--- src/rtl/mc_eject_buf_pkg.sv ---
// Shared types and helpers for the local ejection buffer.
// Router-wide widths come from global.vh; these guarded values stand in when built alone.
`ifndef NUM_PORT
`define NUM_PORT 5
`endif
`ifndef DST_LIST_WIDTH
`define DST_LIST_WIDTH `NUM_PORT
`endif
`ifndef L_MASK
`define L_MASK 5'b10000
`endif

package mc_eject_buf_pkg;

  localparam int DST_W = `DST_LIST_WIDTH;
  localparam int NPORT = `NUM_PORT;

  localparam logic [DST_W-1:0] DST_L = `L_MASK;

  typedef enum logic [1:0] {
    OP_IDLE = 2'b00,
    OP_POP  = 2'b01,
    OP_PUSH = 2'b10,
    OP_BOTH = 2'b11
  } fifo_op_e;

  // Local delivery is done once the flit leaves through L.
  function automatic logic [DST_W-1:0] strip_local(
    input logic [DST_W-1:0] dst
  );
    return dst & ~DST_L;
  endfunction

endpackage

--- src/rtl/mc_fifo_mem.sv ---
// Entry storage for the ejection buffer.
// One synchronous write port, one combinational read port.
module mc_fifo_mem
  import mc_eject_buf_pkg::*;
#(
  parameter int DEPTH = 4,
  parameter int WIDTH = 8,
  localparam int AW = $clog2(DEPTH)
) (
  input  logic             clk,
  input  logic             we,
  input  logic [AW-1:0]    waddr,
  input  logic [WIDTH-1:0] wdata,
  input  logic [AW-1:0]    raddr,
  output logic [WIDTH-1:0] rdata
);

  logic [WIDTH-1:0] mem_q [DEPTH];

  // Write the granted entry at the write pointer.
  always_ff @(posedge clk) begin
    if (we) begin
      mem_q[waddr] <= wdata;
    end
  end

  // Head entry is read straight out of the array.
  always_comb begin
    rdata = mem_q[raddr];
  end

endmodule

--- src/rtl/mc_eject_buf.sv ---
// Local (L) port ejection buffer of the multicast BLESS router.
// Captures flits granted to L and drains them to the PE.
module mc_eject_buf
  import mc_eject_buf_pkg::*;
#(
  parameter int DEPTH      = 4,
  parameter int FLIT_WIDTH = 128,
  parameter int CNT_WIDTH  = 16,
  localparam int AW = $clog2(DEPTH),
  localparam int CW = AW + 1
) (
  input  logic                  clk,
  input  logic                  reset,
  input  logic                  eject_vld,
  input  logic [FLIT_WIDTH-1:0] eject_flit,
  input  logic [DST_W-1:0]      eject_dst,
  output logic                  eject_avail,
  output logic                  pe_vld,
  output logic [FLIT_WIDTH-1:0] pe_flit,
  output logic [DST_W-1:0]      pe_dst,
  input  logic                  pe_rdy,
  output logic [CW-1:0]         occupancy,
  output logic                  ovf_err,
  output logic [CNT_WIDTH-1:0]  eject_cnt
);

  localparam int EW = FLIT_WIDTH + DST_W;
  localparam logic [CW-1:0] FULL = CW'(DEPTH);

  logic [AW-1:0]        wr_ptr_q, wr_ptr_d;
  logic [AW-1:0]        rd_ptr_q, rd_ptr_d;
  logic [CW-1:0]        count_q, count_d;
  logic                 avail_q, avail_d;
  logic                 ovf_q, ovf_d;
  logic [CNT_WIDTH-1:0] cnt_q, cnt_d;

  logic          push, pop;
  fifo_op_e      op;
  logic [EW-1:0] rd_entry;

  mc_fifo_mem #(
    .DEPTH (DEPTH),
    .WIDTH (EW)
  ) u_mem (
    .clk   (clk),
    .we    (push),
    .waddr (wr_ptr_q),
    .wdata ({eject_flit, eject_dst}),
    .raddr (rd_ptr_q),
    .rdata (rd_entry)
  );

  // Head view: valid from the count register only, no bypass.
  always_comb begin
    pe_vld  = (count_q != '0);
    pe_flit = rd_entry[EW-1:DST_W];
    pe_dst  = strip_local(rd_entry[DST_W-1:0]);
  end

  // A pop frees a slot in the same edge, so full+pop still accepts.
  always_comb begin
    pop  = pe_vld & pe_rdy;
    push = eject_vld & ((count_q < FULL) | pop);
    op   = fifo_op_e'({push, pop});
  end

  // Pointer, count, status and statistics next-state.
  always_comb begin
    wr_ptr_d = wr_ptr_q;
    rd_ptr_d = rd_ptr_q;
    count_d  = count_q;
    cnt_d    = cnt_q;
    if (push) wr_ptr_d = wr_ptr_q + AW'(1);
    if (pop)  rd_ptr_d = rd_ptr_q + AW'(1);
    unique case (op)
      OP_PUSH: count_d = count_q + CW'(1);
      OP_POP:  count_d = count_q - CW'(1);
      default: count_d = count_q;
    endcase
    if (push && (cnt_q != {CNT_WIDTH{1'b1}})) begin
      cnt_d = cnt_q + CNT_WIDTH'(1);
    end
    avail_d = (count_d < FULL);
    ovf_d   = ovf_q | (eject_vld & ~push);
  end

  // State registers; reset drops every held entry at once.
  always_ff @(posedge clk or posedge reset) begin
    if (reset) begin
      wr_ptr_q <= '0;
      rd_ptr_q <= '0;
      count_q  <= '0;
      avail_q  <= 1'b1;
      ovf_q    <= 1'b0;
      cnt_q    <= '0;
    end else begin
      wr_ptr_q <= wr_ptr_d;
      rd_ptr_q <= rd_ptr_d;
      count_q  <= count_d;
      avail_q  <= avail_d;
      ovf_q    <= ovf_d;
      cnt_q    <= cnt_d;
    end
  end

  // Status outputs come straight from flops.
  always_comb begin
    eject_avail = avail_q;
    occupancy   = count_q;
    ovf_err     = ovf_q;
    eject_cnt   = cnt_q;
  end

endmodule

--- config.mk ---
export PLATFORM = sky130hd
export DESIGN_NAME = mc_eject_buf
export DESIGN_NICKNAME = d
export VERILOG_FILES = /design/src/rtl/mc_eject_buf_pkg.sv /design/src/rtl/mc_fifo_mem.sv /design/src/rtl/mc_eject_buf.sv
export SDC_FILE = /design/constraint.sdc
export NUM_CORES = 1
export LEC_CHECK = 0
export CORE_MARGIN = 8
export CORE_UTILIZATION = 50
export DETAILED_ROUTE_END_ITERATION = 8
export GPL_TIMING_DRIVEN = 0
export PLACE_DENSITY_LB_ADDON = 0.25
export SYNTH_ARGS = -nofsm -noshare
export SYNTH_HDL_FRONTEND = slang
export SYNTH_HIERARCHICAL = 1
export SYNTH_SLANG_ARGS = --single-unit
--- constraint.sdc ---
create_clock -name clk -period 16.25 [get_ports clk]
set_input_delay 1.625 -clock clk [delete_from_list [all_inputs] [get_ports clk]]
set_output_delay 1.625 -clock clk [all_outputs]
set_load 0.05 [all_outputs]
## Word-level counts from Yosys, hierarchy flattened

Memory sizes are Yosys's and may differ from the RTL's.
Index checks and enable logic that the tools add are counted.
W data, S select, Z words.

| word-level totals | value |
|---|---|
| flip-flop bits (word level) | 25 |
| memory bits (writable) | 532 |
| input port bits | 137 |
| logic and storage cells | 28 |
| memories kept | 1 |

Memory list:

| name | depth | width | rd ports | clocked after memory_dff | wr ports | RTL line | RTL |
|---|---|---|---|---|---|---|---|
| u_mem.mem_q | 4 | 133 | 1 | 0 | 1 | mc_fifo_mem.sv:18 | `logic [WIDTH-1:0] mem_q [DEPTH];` |

| operators by class | value |
|---|---|
| $add $sub $neg | 5 |
| magnitude comparators | 2 |
| equality and inequality tests | 3 |
| mux-type cells | 3 |
| bitwise gates (word level) | 6 |
| reductions and logical operators | 2 |

Operators with widths:

| operator | count |
|---|---|
| $add A16 B1 Y16 const B | 1 |
| $ne A16 B16 Y1 const B | 1 |
| $lt A3 B3 Y1 const B | 2 |
| $pmux W3 S2 | 1 |
| $add A2 B1 Y2 const B | 2 |
| $add A3 B1 Y3 const B | 1 |
| $and A1 B1 Y1 | 3 |
| $reduce_bool A3 Y1 | 1 |
| $sub A3 B1 Y3 const B | 1 |
| $eq A2 B1 Y1 const B | 1 |
| $eq A2 B2 Y1 const B | 1 |
| $mux W1 | 2 |
| $or A1 B1 Y1 | 2 |
| $logic_and A1 B1 Y1 | 1 |
| $not A1 Y1 | 1 |

## Longest topological paths before layout

| logic depth | value |
|---|---|
| depth after elaboration | 7 |
| gate-level depth with buffers | 8 |
| depth with buffers taken out | 8 |

## By module

The synthesis kept the hierarchy.

Modules (own cells, without submodules):

| module | instances | cells each | area each (um^2) |
|---|---|---|---|
| mc_fifo_mem | 1 | 699 | 19200.9 |
| mc_eject_buf | 1 | 104 | 1211.2 |

## Worst setup path after synthesis

Ideal clock, no wire load.

| timing | value |
|---|---|
| kind | input port to flip-flop |
| start point | input port pe_rdy |
| end point | memory u_mem/mem_q[0][0] (netlist bit), enable pin |
| arrival | 11.716 ns |
| required time | 15.435 ns |
| slack | 3.719 ns |
| stages | 4 |
| cells stage by stage | nand2b_1 > nand2_1 > inv_1 > nor3b_1 |

| on the way | value |
|---|---|
| word-level cells in the longest chain between the ends | 5 |

RTL lines:

| element | RTL line | RTL |
|---|---|---|
| start, declared | mc_eject_buf.sv:21 | `input logic pe_rdy,` |
| $and A1 B1 Y1 | mc_eject_buf.sv:62 | `pop = pe_vld & pe_rdy;` |
| $or A1 B1 Y1 | mc_eject_buf.sv:63 | `push = eject_vld & ((count_q < FULL) \| pop);` |
| $and A1 B1 Y1 | mc_eject_buf.sv:63 |  |
| named net push | mc_eject_buf.sv:37 | `logic push, pop;` |
| $mux W1 | mc_fifo_mem.sv:22 | `if (we) begin` |
| $mux W1 (implied by the code) | mc_fifo_mem.sv:23 | `mem_q[waddr] <= wdata;` |
| end, declared | mc_fifo_mem.sv:18 |  |

The timed path passes the listed nets, and every way through them passes these cells.

## Worst setup path in the final report

| timing | value |
|---|---|
| start point | register rd_ptr_q[1] |
| end point | output port pe_flit[53] |

| on the way | value |
|---|---|
| word-level cells in the longest chain between the ends | 1 |

RTL lines:

| element | RTL line | RTL |
|---|---|---|
| start, declared | mc_eject_buf.sv:31 | `logic [AW-1:0] rd_ptr_q, rd_ptr_d;` |
| start signal, assigned | mc_eject_buf.sv:98 | `rd_ptr_q <= rd_ptr_d;` |
| $mem_v2 Z4 W133 | - |  |
| end, declared | mc_eject_buf.sv:19 | `output logic [FLIT_WIDTH-1:0] pe_flit,` |

No other way between the ends.

==> out/qor.csv <==
stage,metric,value,unit
critical_path,max_stage_delay,0.88,ns
routing,firstDrtPassIters,5,
layout,n_fill_cell,2615,
clock_tree,root_buffer,clkbuf_16,
status,status,completed,
layout,final_nets,1307,
floorplanning,rows,73,
power_and_ir_drop,pwr-share-seq,35.5,%
synth,synthCells,798,
critical_path,r2r_end,u_mem/mem_q[0][84],
power_and_ir_drop,vdd_drop_max,0.195,mV
floorplanning,io_pins,292,
hold_path,min_from,rd_ptr_q[1],
routing,drtIter0Drc,743,
routing,via_count,9447,
floorplanning,fp.dieArea,47200,sq um
floorplanning,fp.dieH,217,um
clock_tree,tritoncts,yes,
clock_tree,clk_latency,0.59,ns
flow_run,drv_cap,0,
critical_path,crit_arrival,3.02,ns
timing,max_freq,215,MHz
critical_path,setup.worst_path.end_class,output port,
routing,met3_length,3120,um
layout,stdcell_area,25900,sq um
timing,setup_viol,0,
placed_design,gp_congestion,0.723,
timing,slew-limit-headroom,34.9,%
routing,drcViolationCount,0,
timing,rsz0062_at_grt,no,
timing,drv_slew,0,
power_and_ir_drop,swShare,37.3,%
floorplanning,core-area,39900,sq um
placed_design,hpwlAfterDp,27100,um
timing,fin_crit_sh,28.6,%
power_and_ir_drop,power.switching,2000,uW
floorplanning,start_util,50.8,%
routing,via_per_inst,5.44,
clock_tree,cts_setup_buffers,0,
timing,final-hold-violation-count,0,
synth,ys_warn_count,6,
critical_path,crit_family,buffers and inverters,
routing,wl,41600,um
routing,highest_layer,met5,
critical_path,r2r_cells,8,
clock_tree,clk_pin_slew,0.06,ns
hold_path,hold_path_depth,1,
routing,wl_met1,17200,um
power_and_ir_drop,p_int,3360,uW
clock_tree,cts_buffer_depth,3,
timing,worst_pin_slew,0.975,ns
global_route,overflow,0,
routing,wl_per_cell,24.0,um
clock_tree,cts_made_buffers,54,
critical_path,worst_setup_path_start_kind,flop,
placed_design,dpl_cell_area,24200,sq um
critical_path,required,14.62,ns
global_route,grt_pass1_wl,62600,um
global_route,antenna_found_initial,3,
critical_path,r2r_setup_slack,13.48,ns
synth,syn_nets,938,
critical_path,crit_buf_inv,3,
routing,ant_nets,0,
hold_path,min_delay_worst_endpoint,rd_ptr_q[1],
timing,finalCriticalPeriod,4.64,ns
floorplanning,die_x,217,um
power_and_ir_drop,p_per_area,206,nW/um^2
critical_path,crit_chain,buf_2 -> clkbuf_1 -> mux4_2 -> clkdlybuf4s50_1,
layout,syn_to_final_growth,28.0,%
global_route,grt_pass1_vias,10133,
clock_tree,cts_max_level,2,
critical_path,cp_max_fo,10,
placed_design,portBuffers,289,
global_route,gr-usage-all-layers,17.5,%
power_and_ir_drop,pwr-share-clk,22.1,%
timing,fin_skew,0.0144,ns
layout,drive_gt1_share,22.2,%
critical_path,crit_type,reg -> out,
routing,wl_met2,20600,um
critical_path,cp_slowest_cell,clkdlybuf4s50_1,
power_and_ir_drop,finalPower,5360,uW
clock_tree,ctsHoldBuffers,0,
clock_tree,clock_sinks,553,
synth,syn_area_per_cell,25.4,sq um
power_and_ir_drop,leakage,0.00849,uW
clock_tree,cts_resized,0,
hold_path,hold_class,reg -> reg,
synth,syn_area,20300,sq um
global_route,grt_max_degree,53,
power_and_ir_drop,combPwrFrac,42.3,%
-- power groups by stage --
stage / clock network (uW) / registers (uW) / logic [uW]
2_1_floorplan: 0 / 2010 / 1470
3_3_place_gp: 0 / 2010 / 2240
3_5_place_dp: 0 / 1930 / 2300
4_1_cts: 1220 / 1910 / 2310
5_1_grt: 1270 / 1920 / 2370
6_report: 1180 / 1900 / 2270
-- worst reg2reg max path, cell delays in order, from the launching register on --
cell	delay, ns
dfrtp_1	0.42
nand2b_1	0.13
nand2_1	0.28
inv_1	0.23
nor3b_2	0.64
buf_6	0.25
buf_6	0.19
buf_8	0.17
buf_6	0.17
-- sequential cells by signal, summed over array words and instances (netlist names), named ones only --
signal	cells
eject_avail	1
eject_cnt	16
occupancy	2
ovf_err	1
rd_ptr_q	2
u_mem/mem_q	528
wr_ptr_q	2
-- layout make-up --
class                   instances  area, sq um  area share, %
well taps                     525          657           2.53
plain buffers                  32          218          0.839
multi-input cells             208         3570           13.8
inverters                       5         18.8         0.0723
clock inverters                31          270           1.04
diodes                          2         5.00         0.0193
flip-flops and latches        553        16500           63.5
clock buffers                  67         1420           5.48
repair buffers                313         3300           12.7
-- cell usage in the layout, fill, tap and decap left out, types with 3 or more instances in the layout --
| master | n |
|---|---|
| buf_16 | 8 |
| buf_2 | 15 |
| buf_6 | 23 |
| buf_8 | 3 |
| bufinv_16 | 4 |
| clkbuf_1 | 18 |
| clkbuf_16 | 55 |
| clkdlybuf4s50_1 | 289 |
| clkinv_1 | 13 |
| clkinv_2 | 9 |
| dfrtp_1 | 24 |
| edfxtp_1 | 528 |
| inv_1 | 5 |
| mux2_2 | 4 |
| mux4_2 | 132 |
| nand2_1 | 8 |
| nand3_1 | 5 |
| nor2_1 | 3 |
| nor3_1 | 6 |
| nor4_1 | 5 |
| nor4b_1 | 3 |
| xnor2_1 | 5 |
| xor2_1 | 14 |
-- worst max path at each step --
stage / slack [ns] / cells after the start / to / start
finish: 11.61 / 4 / pe_flit[53] / rd_ptr_q[1]
global route: 11.38 / 4 / pe_flit[14] / rd_ptr_q[1]
CTS: 11.50 / 5 / pe_flit[114] / rd_ptr_q[1]
detailed placement: 11.73 / 9 / u_mem/mem_q[0][110] / pe_rdy
global placement: -4.98 / 5 / u_mem/mem_q[0][67] / pe_rdy
floorplan: 3.79 / 4 / u_mem/mem_q[0][0] / pe_rdy
-- metrics by stage --
stage	instances	TNS (ns)	setup slack, ns	hold slack [ns]	util (%)
6_report	1736	0	11.61	0.466	65.0
3_3_place_gp	1612	-654.88	-4.98	0.456	59.7
2_1_floorplan	798	0	3.79	0.440	-
4_1_cts	1734	0	11.50	0.469	65.0
5_1_grt	1734	0	11.38	0.499	65.0
3_5_place_dp	1636	0	11.73	0.461	60.8
-- metal layers --
layer | global-route usage, % | up-vias
li1 | - | 4148
met1 | 23.3 | 4931
met2 | 28.1 | 302
met3 | 5.38 | 60
met4 | 4.49 | 6
met5 | 0 | -
No activity file was read; power rests on OpenSTA's default activity.
==> patch 1 (same settings) <==
Set the parameter `CNT_WIDTH` to 12 (it was 16).
--- a/src/rtl/mc_eject_buf.sv
+++ b/src/rtl/mc_eject_buf.sv
@@ -7,3 +7,3 @@
   parameter int FLIT_WIDTH = 128,
-  parameter int CNT_WIDTH  = 16,
+  parameter int CNT_WIDTH  = 12,
   localparam int AW = $clog2(DEPTH),
Interface: changed (resized eject_cnt); port bits go from 292 to 288. The function was not compared with the original's and may differ.
==> patch 1 against the unedited design <==
- die area down 0.77%
- routed wire length down 2.4%
- combinational power about the same
- sequential cell count down 4
- critical path depth up 1
- sequential share of layout area up 0.34 points
- clock skew down 0.0070 ns
- sequential power about the same
- synthesized area down 0.83%
- power down 0.89%
- hold slack better by 0.016 ns
- highest routed layer unchanged
- count of clock-buffer cells in the layout down 1
- setup slack worse by 0.015 ns
- cell area down 1.1%
- largest cell class unchanged
==> patch 1: results <==
export IMPL_grt_pass1_wl_mm=61.5
export IMPL_first_global_vias=10100
export IMPL_multi_input_area_share_pct=13.7
export IMPL_multi_input_gates=198
export IMPL_bufAreaShareNonClock_pct=13.5
export IMPL_slew_limit_headroom_pct=43.3
export IMPL_viasPerCell=5.42
export IMPL_inverters=5
export IMPL_worstPathArrival_ns=3.03
export IMPL_clock_area_share_pct=6.33
export IMPL_signal_buffers=340
export IMPL_peakVddDrop_mv=0.151
export IMPL_antenna_found_initial=7
export IMPL_cts_sinks=549
export IMPL_wl_per_cell_um=23.7
export IMPL_seqPwrFrac_pct=35.8
export IMPL_wl_met2_mm=20.3
export IMPL_dr_wl_met3_mm=3.46
export IMPL_hold_viol=0
export IMPL_dp_hpwl_mm=27.2
export IMPL_fill_cells=2612
export IMPL_grt_max_degree=50
export IMPL_period_needed_ns=4.66
export IMPL_ff2ff_setup_slack_ns=13.59
export IMPL_drive_gt1_share_pct=22.9
export IMPL_place_inst=1617
export IMPL_area_growth_pct=27.6
export IMPL_place_ws_ns=11.84
export IMPL_met1_usage_pct=21.7
export IMPL_crit_end="pe_flit[94]"
export IMPL_io_buffers=285
export IMPL_grtUsageMet2_pct=28.3
export IMPL_wl_met1_mm=16.2
export IMPL_clock_skew_ns=0.00745
export IMPL_track_usage_pct=17.2
export IMPL_n_clock_buffer=66
export IMPL_finalNetCount=1288
export IMPL_max_stage_delay_ns=0.77
export IMPL_status="complete, no violations"
export IMPL_instances_no_fill=1717
export IMPL_ff2ff_path_depth=10
export IMPL_sh_seq_area_pct=63.9
export IMPL_gp_congestion=0.743
export IMPL_r2r_end="u_mem/mem_q[0][64]"
export IMPL_cp_startpoint="rd_ptr_q[1]"
export IMPL_drt_iter0_drc=640
export IMPL_p_switching_w=0.00199
export IMPL_synthesis_instances=784
export IMPL_p_leak_nw=8.37
export IMPL_power_density_mw_per_mm2=207
-- patch 1: metrics by stage --
stage	cell area, um2	util [%]
after floorplan	20100	-
after global placement	23600	59.4
after detailed placement	24000	60.5
after CTS	25600	64.5
after global routing	25600	64.5
final	25600	64.6
-- patch 1: worst min-delay path by stage --
| stage | slack, ns | end | depth (start not counted) | from |
|---|---|---|---|---|
| after floorplan | 0.44 | rd_ptr_q[1] | 1 | rd_ptr_q[1] |
| after global placement | 0.45 | rd_ptr_q[1] | 1 | rd_ptr_q[1] |
| after detailed placement | 0.48 | rd_ptr_q[1] | 1 | rd_ptr_q[1] |
| after CTS | 0.49 | rd_ptr_q[1] | 1 | rd_ptr_q[1] |
| after global routing | 0.51 | ovf_err | 1 | ovf_err |
| final | 0.48 | rd_ptr_q[1] | 1 | rd_ptr_q[1] |
==> patch 2 (same flow settings) <==
Made on the original files. Make the reset (`reset`) synchronous in one clocked block.
--- a/src/rtl/mc_eject_buf.sv
+++ b/src/rtl/mc_eject_buf.sv
@@ -87,3 +87,3 @@
   // State registers; reset drops every held entry at once.
-  always_ff @(posedge clk or posedge reset) begin
+  always_ff @(posedge clk) begin
     if (reset) begin
Function: differs if reset is asserted again (counterexample within 4 cycles, from zero or initial values and one cycle with reset high); with reset held inactive, the same outputs for 4 cycles.
==> patch 2 against the unedited design <==
- setup slack got worse by 0.045 ns
- critical path depth is 1 higher
- routed wire length is 0.87% lower
- power down 18%
- synthesized area about the same
- sequential cell count is the same
- global-route usage decreased by 0.19 points
- via count up 2.3%
- die area about the same
- final cell count is 2.0% higher
- cell area is 0.16% higher
- sequential share of layout area down 0.59 points
==> patch 2: results <==
export IMPL_max_stage_delay_ns=0.72
export IMPL_fill_cells=2591
export IMPL_dp_hpwl_mm=27.0
export IMPL_crit_end="pe_flit[109]"
export IMPL_cp_startpoint="rd_ptr_q[1]"
export IMPL_viasPerCell=5.46
export IMPL_cts_max_level=2
export IMPL_place_inst=1669
export IMPL_status="complete, no violations"
export IMPL_hold_path_cell_count=2
export IMPL_io_buffers=287
export IMPL_ff2ff_setup_slack_ns=13.32
export IMPL_gp_congestion=0.746
export IMPL_r2r_end="u_mem/mem_q[0][123]"
export IMPL_antenna_found_initial=5
export IMPL_clk_pin_slew_ns=0.06
export IMPL_period_share_pct=28.9
export IMPL_drt_iter0_drc=657
export IMPL_clock_skew_ns=0.00716
export IMPL_cts_setup_buffers=0
export IMPL_drt_pass1_iterations=5
export IMPL_grt_max_degree=49
export IMPL_clock_latency_ns=0.58
export IMPL_cp_slowest_cell="clkdlybuf4s50_1"
export IMPL_slew_limit_headroom_pct=41.2
export IMPL_peakVddDrop_mv=0.134
export IMPL_finalNetCount=1340
export IMPL_syn_nets=977
export IMPL_first_global_vias=10200
export IMPL_ant_nets=0
export IMPL_ff2ff_path_depth=10
export IMPL_root_buffer="clkbuf_16"
export IMPL_instances_no_fill=1770
export IMPL_track_usage_pct=17.3
export IMPL_drive_gt1_share_pct=21.7
export IMPL_wl_per_cell_um=23.3
export IMPL_hp_class="reg2reg"
export IMPL_dpl_cell_area_mm2=0.0241
export IMPL_drcViolationCount=0
export IMPL_syn_avg_cell_area_um2=24.2
export IMPL_grt_pass1_wl_mm=62.4
export IMPL_crit_path_max_fanout=10
export IMPL_cts_path_max_buffers=3
export IMPL_largest_register_ffs=528
export IMPL_place_ws_ns=11.47
export IMPL_post_cts_resized_instances=0
export IMPL_p_leak_nw=8.28
export IMPL_numCtsBuffers=54
export IMPL_yosysWarnings=6
export IMPL_regMostFlops="u_mem/mem_q"
export IMPL_worstPathArrival_ns=3.06
## patch 2: changes by cell type in the layout (fill, tap and decap cells not counted), sizes merged, moves of 5 or more
cell    unedited run  this run
a21oi              0        12
clkinv            24        19
dfrtp             24         0
dfxtp              0        25
nor2               4        13
o21ai              0         7
or3                1         6
xor2              14         4
## patch 2: metal layers
layer	vias up	wire (um)	track usage, %
met3	49	3500	5.71
met4	6	666	5.07
met2	317	20100	27.4
met1	4982	17000	22.8
li1	4311	-	-
met5	-	41	0
## patch 2: worst min path at each step
stage	end	slack [ns]	start
floorplan	rd_ptr_q[1]	0.47	rd_ptr_q[1]
global placement	ovf_err	0.49	ovf_err
detailed placement	ovf_err	0.48	ovf_err
CTS	ovf_err	0.49	ovf_err
global route	ovf_err	0.51	ovf_err
finish	ovf_err	0.50	ovf_err
## patch 2: area by class of cell
type                            count  area [um2]  area share (%)
Antenna cell                        1        2.50         0.00963
Buffer                             37         234           0.900
Clock buffer                       67        1460            5.63
Clock inverter                     33         380            1.46
Inverter                            4        15.0          0.0578
Multi-Input combinational cell    243        3680            14.2
Sequential cell                   553       16400            62.9
Tap cell                          525         657            2.53
Timing Repair Buffer              307        3200            12.3
## patch 2: report_power, final
part | total [W] | internal (W) | switching (W) | leakage, nW
Combinational | 0.00141 | 0.000541 | 0.000871 | 2.34
Sequential | 0.00172 | 0.00169 | 0.0000304 | 5.05
Clock | 0.00128 | 0.000767 | 0.000510 | 0.890
## patch 2: worst max-delay path: cells and delay by family, from the launching register on
family	cells	cell delay, ns
buffers and inverters	4	1.72
DFF	1	0.35
muxes	1	0.39
